## config.mk

```make
export PLATFORM = sky130hd
export DESIGN_NAME = lc3b_fetch_unit_flat
export DESIGN_NICKNAME = d
export VERILOG_FILES = /design/src/rtl/lc3b_fetch_unit_pkg.sv /design/src/rtl/lc3b_fetch_unit_if.sv /design/src/rtl/lc3b_predecode.sv /design/src/rtl/lc3b_fetch_unit.sv /design/src/flat_wrapper.sv
export SDC_FILE = /design/constraint.sdc
export NUM_CORES = 1
export LEC_CHECK = 0
export BUFFER_PORTS_ARGS = -buffer_cell sky130_fd_sc_hd__buf_2
export CAP_MARGIN = 20
export CORE_AREA = 2 2 92 139
export CTS_CLUSTER_SIZE = 28
export DETAILED_ROUTE_END_ITERATION = 6
export DIE_AREA = 0 0 94 141
export PLACE_DENSITY_LB_ADDON = 0.3
export SLEW_MARGIN = 0
export SYNTH_ARGS = -nofsm -noshare
export SYNTH_HDL_FRONTEND = slang
export SYNTH_SLANG_ARGS = --single-unit
```

## constraint.sdc

```tcl
create_clock -name clk -period 4.3 [get_ports clk]
set_clock_uncertainty 0.2 [all_clocks]
set_input_delay 0.86 -clock clk [delete_from_list [all_inputs] [get_ports clk]]
set_output_delay 0.86 -clock clk [all_outputs]
set_load 0.02 [all_outputs]
```

## src/rtl/lc3b_fetch_unit_pkg.sv

```systemverilog
// Shared LC-3b types for the fetch stage: word, IF/ID packet and fetch FSM states.
// Latency: n/a (types only).
// Backpressure: n/a. The all-zero packet is the pipeline bubble.
package lc3b_types;

  typedef logic [15:0] lc3b_word;
  typedef logic [2:0]  lc3b_reg;

  // IF/ID packet. Every field not set by pre-decode stays 0.
  typedef struct packed {
    lc3b_word pc;
    lc3b_word ir;
    logic     valid;
    lc3b_reg  dr_sr;
    lc3b_reg  sr1;
    lc3b_reg  sr2;
    logic     sr2_mux_sel;
  } lc3b_ipacket;

  typedef enum logic [1:0] {
    FS_IDLE  = 2'd0,
    FS_FETCH = 2'd1,
    FS_HELD  = 2'd2,
    FS_FLUSH = 2'd3
  } lc3b_fetch_state;

  localparam lc3b_ipacket IPACKET_BUBBLE = '0;

  // Sequential fetch address. It wraps modulo 2^16.
  function automatic lc3b_word pc_next(input lc3b_word pc);
    return pc + 16'd2;
  endfunction

endpackage

```

## src/rtl/lc3b_fetch_unit_if.sv

```systemverilog
// Instruction-memory read channel between the fetch unit (master) and memory (slave).
// Latency: set by memory; imem_resp is a one-cycle completion.
// Backpressure: imem_read stays high with a stable address until imem_resp.
interface lc3b_fetch_unit_if;
  import lc3b_types::*;

  logic     imem_read;
  lc3b_word imem_address;
  lc3b_word imem_rdata;
  logic     imem_resp;

  modport master (
    output imem_read,
    output imem_address,
    input  imem_rdata,
    input  imem_resp
  );

  modport slave (
    input  imem_read,
    input  imem_address,
    output imem_rdata,
    output imem_resp
  );

endinterface

```

## src/rtl/lc3b_predecode.sv

```systemverilog
// Pre-decode of a fetched word into an IF/ID packet (pc, ir, register fields).
// Latency: combinational.
// Backpressure: none. Ports: ir_i/pc_i in, pkt_o out.
module lc3b_predecode
  import lc3b_types::*;
(
  input  lc3b_word    ir_i,
  input  lc3b_word    pc_i,
  output lc3b_ipacket pkt_o
);

  always_comb begin
    pkt_o             = IPACKET_BUBBLE;
    pkt_o.pc          = pc_i;
    pkt_o.ir          = ir_i;
    pkt_o.valid       = 1'b1;
    pkt_o.dr_sr       = ir_i[11:9];
    pkt_o.sr1         = ir_i[8:6];
    pkt_o.sr2         = ir_i[2:0];
    pkt_o.sr2_mux_sel = ir_i[5];
  end

endmodule

```

## src/rtl/lc3b_fetch_unit.sv

```systemverilog
// LC-3b instruction fetch. Holds the PC, reads imem and drives a registered IF/ID packet.
// Latency: a word returned at edge N is on ipacket_out after edge N; one instr/cycle with zero-wait memory.
// Backpressure: stall freezes the packet. A word that arrives while stalled parks in a holding register.
// Ports: clk, reset_n (async active-low), stall, redirect/redirect_pc,
//        imem (master modport of lc3b_fetch_unit_if), ipacket_out.
module lc3b_fetch_unit
  import lc3b_types::*;
#(
  parameter lc3b_word RESET_PC = 16'h0000
)
(
  input  logic                     clk,
  input  logic                     reset_n,
  input  logic                     stall,
  input  logic                     redirect,
  input  lc3b_word                 redirect_pc,
  lc3b_fetch_unit_if.master        imem,
  output lc3b_ipacket              ipacket_out
);

  lc3b_fetch_state state_q, state_d;
  lc3b_word        pc_q, pc_d;
  lc3b_word        req_addr_q, req_addr_d;
  lc3b_word        held_ir_q, held_ir_d;
  lc3b_word        held_pc_q, held_pc_d;
  lc3b_ipacket     ipkt_q, ipkt_d;

  lc3b_word        redirect_tgt;
  logic            slot_free;
  lc3b_word        pd_ir;
  lc3b_word        pd_pc;
  lc3b_ipacket     pd_pkt;

  // One pre-decoder serves both the live response and the HELD reload.
  assign pd_ir = (state_q == FS_HELD) ? held_ir_q : imem.imem_rdata;
  assign pd_pc = (state_q == FS_HELD) ? held_pc_q : pc_q;

  lc3b_predecode u_predecode (
    .ir_i  (pd_ir),
    .pc_i  (pd_pc),
    .pkt_o (pd_pkt)
  );

  assign redirect_tgt = redirect_pc & 16'hFFFE;
  // A new packet can be written if the current one is a bubble or leaves this edge.
  assign slot_free    = ~ipkt_q.valid | ~stall;

  // FLUSH keeps presenting the orphaned address until its response drains.
  assign imem.imem_read    = (state_q == FS_FETCH) || (state_q == FS_FLUSH);
  assign imem.imem_address = (state_q == FS_FLUSH) ? req_addr_q : pc_q;
  assign ipacket_out       = ipkt_q;

  always_comb begin
    state_d    = state_q;
    pc_d       = pc_q;
    req_addr_d = req_addr_q;
    held_ir_d  = held_ir_q;
    held_pc_d  = held_pc_q;
    ipkt_d     = ipkt_q;

    case (state_q)
      FS_IDLE: begin
        state_d = FS_FETCH;
        if (redirect) begin
          ipkt_d = IPACKET_BUBBLE;
          pc_d   = redirect_tgt;
        end
      end

      FS_FETCH: begin
        if (redirect) begin
          ipkt_d = IPACKET_BUBBLE;
          pc_d   = redirect_tgt;
          if (!imem.imem_resp) begin
            // The request to the old pc is still open. Keep its address
            // stable until memory answers.
            req_addr_d = pc_q;
            state_d    = FS_FLUSH;
          end
        end else if (imem.imem_resp) begin
          pc_d = pc_next(pc_q);
          if (slot_free) begin
            ipkt_d = pd_pkt;
          end else begin
            held_ir_d = imem.imem_rdata;
            held_pc_d = pc_q;
            state_d   = FS_HELD;
          end
        end else if (!stall) begin
          ipkt_d = IPACKET_BUBBLE;
        end
      end

      FS_HELD: begin
        if (redirect) begin
          ipkt_d  = IPACKET_BUBBLE;
          pc_d    = redirect_tgt;
          state_d = FS_FETCH;
        end else if (!stall) begin
          ipkt_d  = pd_pkt;
          state_d = FS_FETCH;
        end
      end

      FS_FLUSH: begin
        if (redirect) begin
          ipkt_d = IPACKET_BUBBLE;
          pc_d   = redirect_tgt;
        end
        if (imem.imem_resp) begin
          state_d = FS_FETCH;
        end
      end

      default: begin
        state_d = FS_IDLE;
      end
    endcase
  end

  always_ff @(posedge clk or negedge reset_n) begin
    if (!reset_n) begin
      state_q    <= FS_IDLE;
      pc_q       <= RESET_PC;
      req_addr_q <= RESET_PC;
      held_ir_q  <= '0;
      held_pc_q  <= '0;
      ipkt_q     <= IPACKET_BUBBLE;
    end else begin
      state_q    <= state_d;
      pc_q       <= pc_d;
      req_addr_q <= req_addr_d;
      held_ir_q  <= held_ir_d;
      held_pc_q  <= held_pc_d;
      ipkt_q     <= ipkt_d;
    end
  end

endmodule

```

## src/flat_wrapper.sv

```systemverilog
// flat-port wrapper written by rule: the top's interface ports become plain ports
module lc3b_fetch_unit_flat import lc3b_types::*;
#(
  parameter lc3b_word RESET_PC = 16'h0000
)
  (clk, reset_n, stall, redirect, redirect_pc, ipacket_out, imem_imem_read, imem_imem_address, imem_imem_rdata, imem_imem_resp);
  lc3b_fetch_unit_if imem_i ();
  input  logic clk;
  input  logic reset_n;
  input  logic stall;
  input  logic redirect;
  input  lc3b_word redirect_pc;
  output lc3b_ipacket ipacket_out;
  output wire logic [$bits(imem_i.imem_read)-1:0] imem_imem_read;
  output wire logic [$bits(imem_i.imem_address)-1:0] imem_imem_address;
  input wire logic [$bits(imem_i.imem_rdata)-1:0] imem_imem_rdata;
  input wire logic [$bits(imem_i.imem_resp)-1:0] imem_imem_resp;
  assign imem_imem_read = imem_i.imem_read;
  assign imem_imem_address = imem_i.imem_address;
  assign imem_i.imem_rdata = imem_imem_rdata;
  assign imem_i.imem_resp = imem_imem_resp;
  lc3b_fetch_unit #(.RESET_PC(RESET_PC)) u_core (.clk(clk), .reset_n(reset_n), .stall(stall), .redirect(redirect), .redirect_pc(redirect_pc), .imem(imem_i), .ipacket_out(ipacket_out));
endmodule
```

==> summary.txt, run 1 <==
STA
  • Endpoints failing setup: 0
  • TNS Setup: 0 ns
  • RSZ-0062 raised after global routing: false
  • Final Critical Period: 3.24 ns
  • Final Max Tran Viols: 0
  • Slew HR: 39.9%
  • Fmax achieved: 309 MHz
  • Hold Vio Cnt, Final: 0
  • Final period util: 75.3%
  • Worst Max-Slew Pin Slew: 0.902 ns

CTS
  • TritonCTS clock tree: done
  • Postcts setup bufs: 0
  • H-tree depth: 3
  • Cts hold-fix bufs: 0
  • CTS clk-pin slew, worst paths: 0.06 ns
  • Clk Latency, worst-skew pair: 0.34 ns
  • Longest Clk Path Bufs: 2
  • Root Driver: clkbuf_16
  • Clock Sink Count: 96
  • Post-CTS Resized: 0
  • Inserted Clock Buffers: 9

Synthesis
  • Main flop type after synthesis: dfrtp_1
  • Cell Area, Synth: 4730 um2
  • FF+latch count, synth: 96
  • EDFF count, synth: 0
  • Mean post-synth cell area: 11.7 um2
  • Register area share after synthesis: 50.8%
  • Fraction of registers with async set/reset: 100%
  • Synth Instances: 405
  • Syn nets: 447
  • Ys Warns: 0
  • Cell variety after synth: 47
  • Dominant cell type by area after synthesis: dfrtp_1
  • Top post-synthesis cells by area: dfrtp_1 51%, mux2_2 15%, mux2i_1 6.3%, a22oi_1 4.4%, inv_1 2.5%
  • Top cell type's share of synthesized area: 50.8%

Worst setup path
  • Req. time, crit path: 3.24 ns
  • Worst Setup End Kind: primary output
  • Stages on the worst setup path: 3
  • Startpoint types: flop
  • RR Startpoint: u_core.state_q[0]
  • Top delay family on crit path: adder cells
  • R2r endpoint: u_core.ipacket_out[23]
  • Arrival @ worst endpoint: 2.18 ns
  • Critical path class: flop to primary output
  • CP Max Fanout: 18
  • Buf/Inv on CP: 1
  • Cell Chain, Critical Path: ha_1 > mux2_2 > buf_2
  • Critical-path top delay cell: ha_1
  • Critical path destination: imem_imem_address[15]
  • R2R depth: 6
  • FF-to-FF setup slack: 1.78 ns
  • Critical path launch point: u_core.state_q[0]
  • Slowest stage delay, CP: 0.79 ns

Finish
  • Fillers: 1178
  • Final nets: 519
  • Most frequent cells in the layout: 96 x dfrtp_1, 93 x buf_2, 61 x mux2_2
  • Synth-to-layout area growth: 17.3%
  • Most common cell after layout, fill and taps aside: dfrtp_1
  • Share of cells above drive strength 1: 38.0%
  • Ant diodes: 0

Power
  • Sw Share: 34.0%
  • Pwr Density: 646 nW/um2
  • Pleak: 2.74 nW
  • VDD IR max: 258 uV
  • Switching pwr: 1.22 mW
  • Clock power share: 25.1%
  • Total Power: 3.58 mW
  • Share of power burned in registers: 39.0%
  • Combinational share of power: 35.9%
  • Cell-internal power: 2.36 mW

Floorplan
  • Initial Util: 38.8%
  • Die Ht: 141 um
  • Die X: 94 um
  • Die ar.: 13300 um2
  • Row count: 50
  • Core footprint: 12200 um2
  • I/O pin count: 97

Global route
  • Aggregate global-route resource usage: 16.4%
  • Largest net degree at the start of global routing: 49
  • First-pass GRT wire length: 16800 um
  • Vias in the first global route: 3348
  • Global route overflow: 0
  • Initial antenna violation count: 0

Detailed routing
  • Via count: 3239
  • Routed Antenna Nets: 0
  • Pre-Repair DR Iteration Count: 5
  • DRC Markers: 0
  • Vias/cell: 5.08
  • Final wirelength: 10300 um
  • Initial DRC Count: 114
  • DR WL/cell: 16.1 um

Placed design
  • Gpl congestion: 0.726
  • HPWL after detailed placement: 6990 um
  • PortBufs: 94

Run
  • Max Cap Violations: 0

Run status
  • Status: completed

Min path
  • Hold Crit Class: flop to flop
cell type report:
class | count | area (um2) | share of cell area, %
Inverter | 33 | 124 | 2.23
Clock inverter | 3 | 90.1 | 1.62
Sequential cell | 96 | 2400 | 43.3
Clock buffer | 12 | 246 | 4.44
Tap cell | 156 | 195 | 3.52
Timing Repair Buffer | 100 | 531 | 9.56
Multi-Input combinational cell | 237 | 1960 | 35.3
Yosys cell counts, types with 2 or more instances:
cell type / instances
o21ai_0: 15
dfrtp_1: 96
xor2_1: 3
nand2_1: 21
clkbuf_2: 3
nand3_1: 6
clkbuf_1: 3
nand4_1: 5
a31oi_1: 3
inv_1: 32
o31a_1: 3
ha_1: 5
mux2i_1: 30
nor2b_1: 2
mux2_2: 61
nor3_1: 3
nor2_1: 9
nor4_1: 3
buf_6: 5
buf_2: 12
xnor2_1: 5
nand2b_1: 3
a22oi_1: 28
a22o_1: 4
or3_1: 4
a21oi_1: 6
buf_4: 15
flip-flops by register name, indices dropped and copies added, names as in the netlist:
| name | count |
|---|---|
| u_core.held_pc_q | 15 |
| u_core.held_ir_q | 16 |
| u_core.ipacket_out | 33 |
| u_core.req_addr_q | 15 |
| u_core.state_q | 2 |
| u_core.pc_q | 15 |
worst min-delay path by stage:
stage,start,endpoint,slack (ns),cells after the start
after floorplan,u_core.req_addr_q[7],u_core.req_addr_q[7],0.25,2
after global placement,u_core.held_pc_q[7],u_core.held_pc_q[7],0.26,2
after detailed placement,u_core.req_addr_q[7],u_core.req_addr_q[7],0.28,2
after CTS,u_core.req_addr_q[7],u_core.req_addr_q[7],0.29,2
after global routing,u_core.held_pc_q[8],u_core.held_pc_q[8],0.31,1
final,u_core.req_addr_q[7],u_core.req_addr_q[7],0.29,2
power groups by stage:
stage | clock network (mW) | logic, mW | registers, mW
floorplan | 0 | 0.940 | 1.43
global placement | 0 | 1.28 | 1.39
detailed placement | 0 | 1.31 | 1.41
CTS | 0.925 | 1.31 | 1.40
global route | 0.970 | 1.40 | 1.44
finish | 0.900 | 1.29 | 1.40
per-stage QoR:
stage / instance area [um2] / utilization (%) / hold WS, ns / worst slack [ns] / instances
floorplan: 4730 / - / 0.250 / 1.62 / 405
global placement: 5210 / 42.7 / 0.264 / 1.23 / 622
detailed placement: 5210 / 42.7 / 0.275 / 1.14 / 622
CTS: 5550 / 45.5 / 0.289 / 1.01 / 637
global route: 5550 / 45.5 / 0.314 / 0.919 / 637
finish: 5550 / 45.5 / 0.287 / 1.06 / 637
layer usage:
layer / part of all wire (%) / GRT usage (%) / vias up
li1: - / - / 1546
met1: 43 / 20.6 / 1595
met2: 52 / 28.1 / 87
met3: 4.5 / 3.53 / 11
met4: 1.4 / 5.03 / 0
met5: 0 / 0 / -
logic make-up (layout without fill, tap and decap cells):
group	Yosys count	count (layout)	synth area share, %
flops	96	96	50.8
mux	92	92	21.2
buf+inv	72	148	8.09
simple gates	68	68	8.04
compound gates	63	63	9.04
xor+xnor	8	8	1.48
fa+ha+maj	5	5	1.32
other cells	1	1	0.0792
tightest hold or removal path, delay by kind of cell (launching register included):
family | cells | cell delay, ns
DFF | 1 | 0.34
AOI/OAI and AO/OA | 1 | 0.06
and+or+nand+nor | 1 | 0.05
(Power assumes the default switching activity.)
==> run 2: changes to the inputs <==
Clock period 4.3 ns to 2.8 ns, I/O delays scaled along.
==> summary.txt, run 2 (synthesis results as in run 1) <==
Global route
  • First-pass GRT wire length: 17100 um (+1.4%)
  • GRT busiest layer: met2
  • Aggregate global-route resource usage: 16.5% (+0.054 points)
  • Largest net degree at the start of global routing: 39 (-20%)
  • Global route overflow: 0 (unchanged)
  • M1 GR Usage: 20.3% (-0.38 points)
  • Met3 usage: 3.15% (-0.37 points)
  • Initial antenna violation count: 0 (unchanged)
  • Vias in the first global route: 3409 (+1.8%)
  • Grt met2 use: 28.0% (-0.038 points)

Power
  • VDD IR max: 380 uV (+47%)
  • Pleak: 2.74 nW (about the same)
  • Share of power burned in registers: 40.4% (+1.4 points)
  • Combinational share of power: 37.4% (+1.5 points)
  • Pwr Density: 954 nW/um2 (+48%)
  • Total Power: 5.28 mW (+47%)
  • Clock power share: 22.2% (-2.9 points)
  • Cell-internal power: 3.41 mW (+44%)
  • Switching pwr: 1.87 mW (+54%)
  • Sw Share: 35.4% (+1.4 points)

CTS
  • TritonCTS clock tree: done
  • Longest Clk Path Bufs: 2 (unchanged)
  • Root Driver: clkbuf_16
  • Postcts setup bufs: 0 (unchanged)
  • Clk Latency, worst-skew pair: 0.34 ns (about the same)
  • Cts hold-fix bufs: 0 (unchanged)
  • Inserted Clock Buffers: 9 (unchanged)
  • Clock Sink Count: 96 (unchanged)
  • H-tree depth: 3 (unchanged)
  • Post-CTS Resized: 0 (unchanged)
  • CTS clk-pin slew, worst paths: 0.06 ns (about the same)

STA
  • TNS Setup: 0 ns (unchanged)
  • Slew HR: 64.4% (+25 points)
  • Final Max Tran Viols: 0 (unchanged)
  • Fmax achieved: 393 MHz
  • Hold Vio Cnt, Final: 13 (+13)
  • Endpoints failing setup: 0 (unchanged)
  • Hold Slack: -0.0110 ns (-0.298 ns)
  • Worst Setup Slack, final: 0.258 ns (-0.806 ns)
  • Final Critical Period: 2.54 ns
  • Final period util: 90.8%
  • RSZ-0062 raised after global routing: false
  • Worst Max-Slew Pin Slew: 0.535 ns (-0.368 ns)

Finish
  • Most frequent cells in the layout: 96 x dfrtp_1, 93 x buf_2, 61 x mux2_2
  • Share of cells above drive strength 1: 38.8% (+0.76 points)
  • Max FFs per register: 33 (unchanged)
  • Post-route cell area: 5540 um2 (-0.23%)
  • Synth-to-layout area growth: 17.0%
  • Fillers: 1158 (-1.7%)
  • Final nets: 524 (+0.96%)
  • Ant diodes: 0 (unchanged)
  • Most common cell after layout, fill and taps aside: dfrtp_1

Run status
  • Failing checks: hold timing
  • Status: finished with violations

Floorplan
  • Initial Util: 38.8% (unchanged)
  • Core footprint: 12200 um2 (unchanged)
  • I/O pin count: 97 (unchanged)
  • Die Ht: 141 um (unchanged)
  • Die ar.: 13300 um2 (unchanged)
  • Row count: 50 (unchanged)
  • Die X: 94 um (unchanged)

Worst setup path
  • FF-to-FF setup slack: 0.36 ns (-1.42 ns)
  • Critical path launch point: u_core.state_q[0]
  • Req. time, crit path: 2.04 ns (-1.20 ns)
  • R2R depth: 7 (+1)
  • Slowest stage delay, CP: 0.45 ns (-0.34 ns)
  • Cell Chain, Critical Path: ha_1 > buf_4 > mux2_2 > buf_2
  • R2r endpoint: u_core.ipacket_out[1]
  • Arrival @ worst endpoint: 1.78 ns (-0.40 ns)
  • Critical-path top delay cell: dfrtp_1
  • CP Max Fanout: 18 (unchanged)
  • RR Startpoint: u_core.state_q[1]
  • Startpoint types: flop
  • Critical path class: flop to primary output
  • Worst Setup End Kind: primary output

Placed design
  • Gpl congestion: 0.745 (+2.6%)
  • Pre-CTS setup slack: 0.348 ns (-0.789 ns)
  • PortBufs: 94 (unchanged)
  • Post-DP Area: 5250 um2 (+0.72%)
  • HPWL after detailed placement: 7080 um (+1.3%)

Detailed routing
  • Final wirelength: 10300 um (+0.67%)
  • Routed Antenna Nets: 0 (unchanged)
  • DRC Markers: 0 (unchanged)
  • Vias/cell: 5.13 (+0.84%)
  • Initial DRC Count: 159 (+39%)
  • Pre-Repair DR Iteration Count: 4 (-1)
  • DR WL/cell: 16.0 um (-0.27%)
  • Via count: 3297 (+1.8%)

Run
  • Max Cap Violations: 0 (unchanged)

Min path
  • Hold Crit Class: input pin to asynchronous set/reset pin
## run 2: layer usage
layer / up-vias / wire length, um
li1: 1564 / -
met1: 1632 / 4380
met2: 86 / 5330
met3: 15 / 398
met4: 0 / 219
met5: - / 0
## run 2: final cells by class
class / count / area [um2] / share of cell area, %
timing repair buffer: 105 / 568 / 10.3
sequential: 96 / 2400 / 43.4
inverter: 33 / 124 / 2.24
tap: 156 / 195 / 3.53
clock buffer: 14 / 274 / 4.95
clock inverter: 2 / 12.5 / 0.226
multi-input combinational: 237 / 1960 / 35.4
## run 2: how the worst max path moves through the flow
stage / end / slack [ns]
5_1_grt: imem_imem_address[5] / 0.15
2_1_floorplan: imem_imem_address[10] / 0.42
4_1_cts: imem_imem_address[14] / 0.23
3_3_place_gp: u_core.ipacket_out[7] / 0.42
3_5_place_dp: u_core.ipacket_out[22] / 0.35
6_report: imem_imem_address[14] / 0.26
## run 2: critical path: cells and delay by family (launching register included)
| kind | cells | cell delay (ns) |
|---|---|---|
| adders and majority gates | 1 | 0.19 |
| DFF | 1 | 0.45 |
| muxes | 1 | 0.38 |
| buffers and inverters | 2 | 0.43 |
## run 2: stage by stage
stage | cells | utilization, %
6_report | 643 | 45.4
3_5_place_dp | 627 | 43.0
5_1_grt | 643 | 45.4
4_1_cts | 643 | 45.4
3_3_place_gp | 627 | 43.0
2_1_floorplan | 405 | -
## run 2: power by group through the flow
| stage | registers (mW) | clock network (mW) | logic (mW) |
|---|---|---|---|
| after CTS | 2.13 | 1.21 | 2.01 |
| after floorplan | 2.20 | 0 | 1.44 |
| after global placement | 2.13 | 0 | 1.96 |
| after global routing | 2.19 | 1.26 | 2.16 |
| after detailed placement | 2.16 | 0 | 2.00 |
| final | 2.13 | 1.17 | 1.98 |
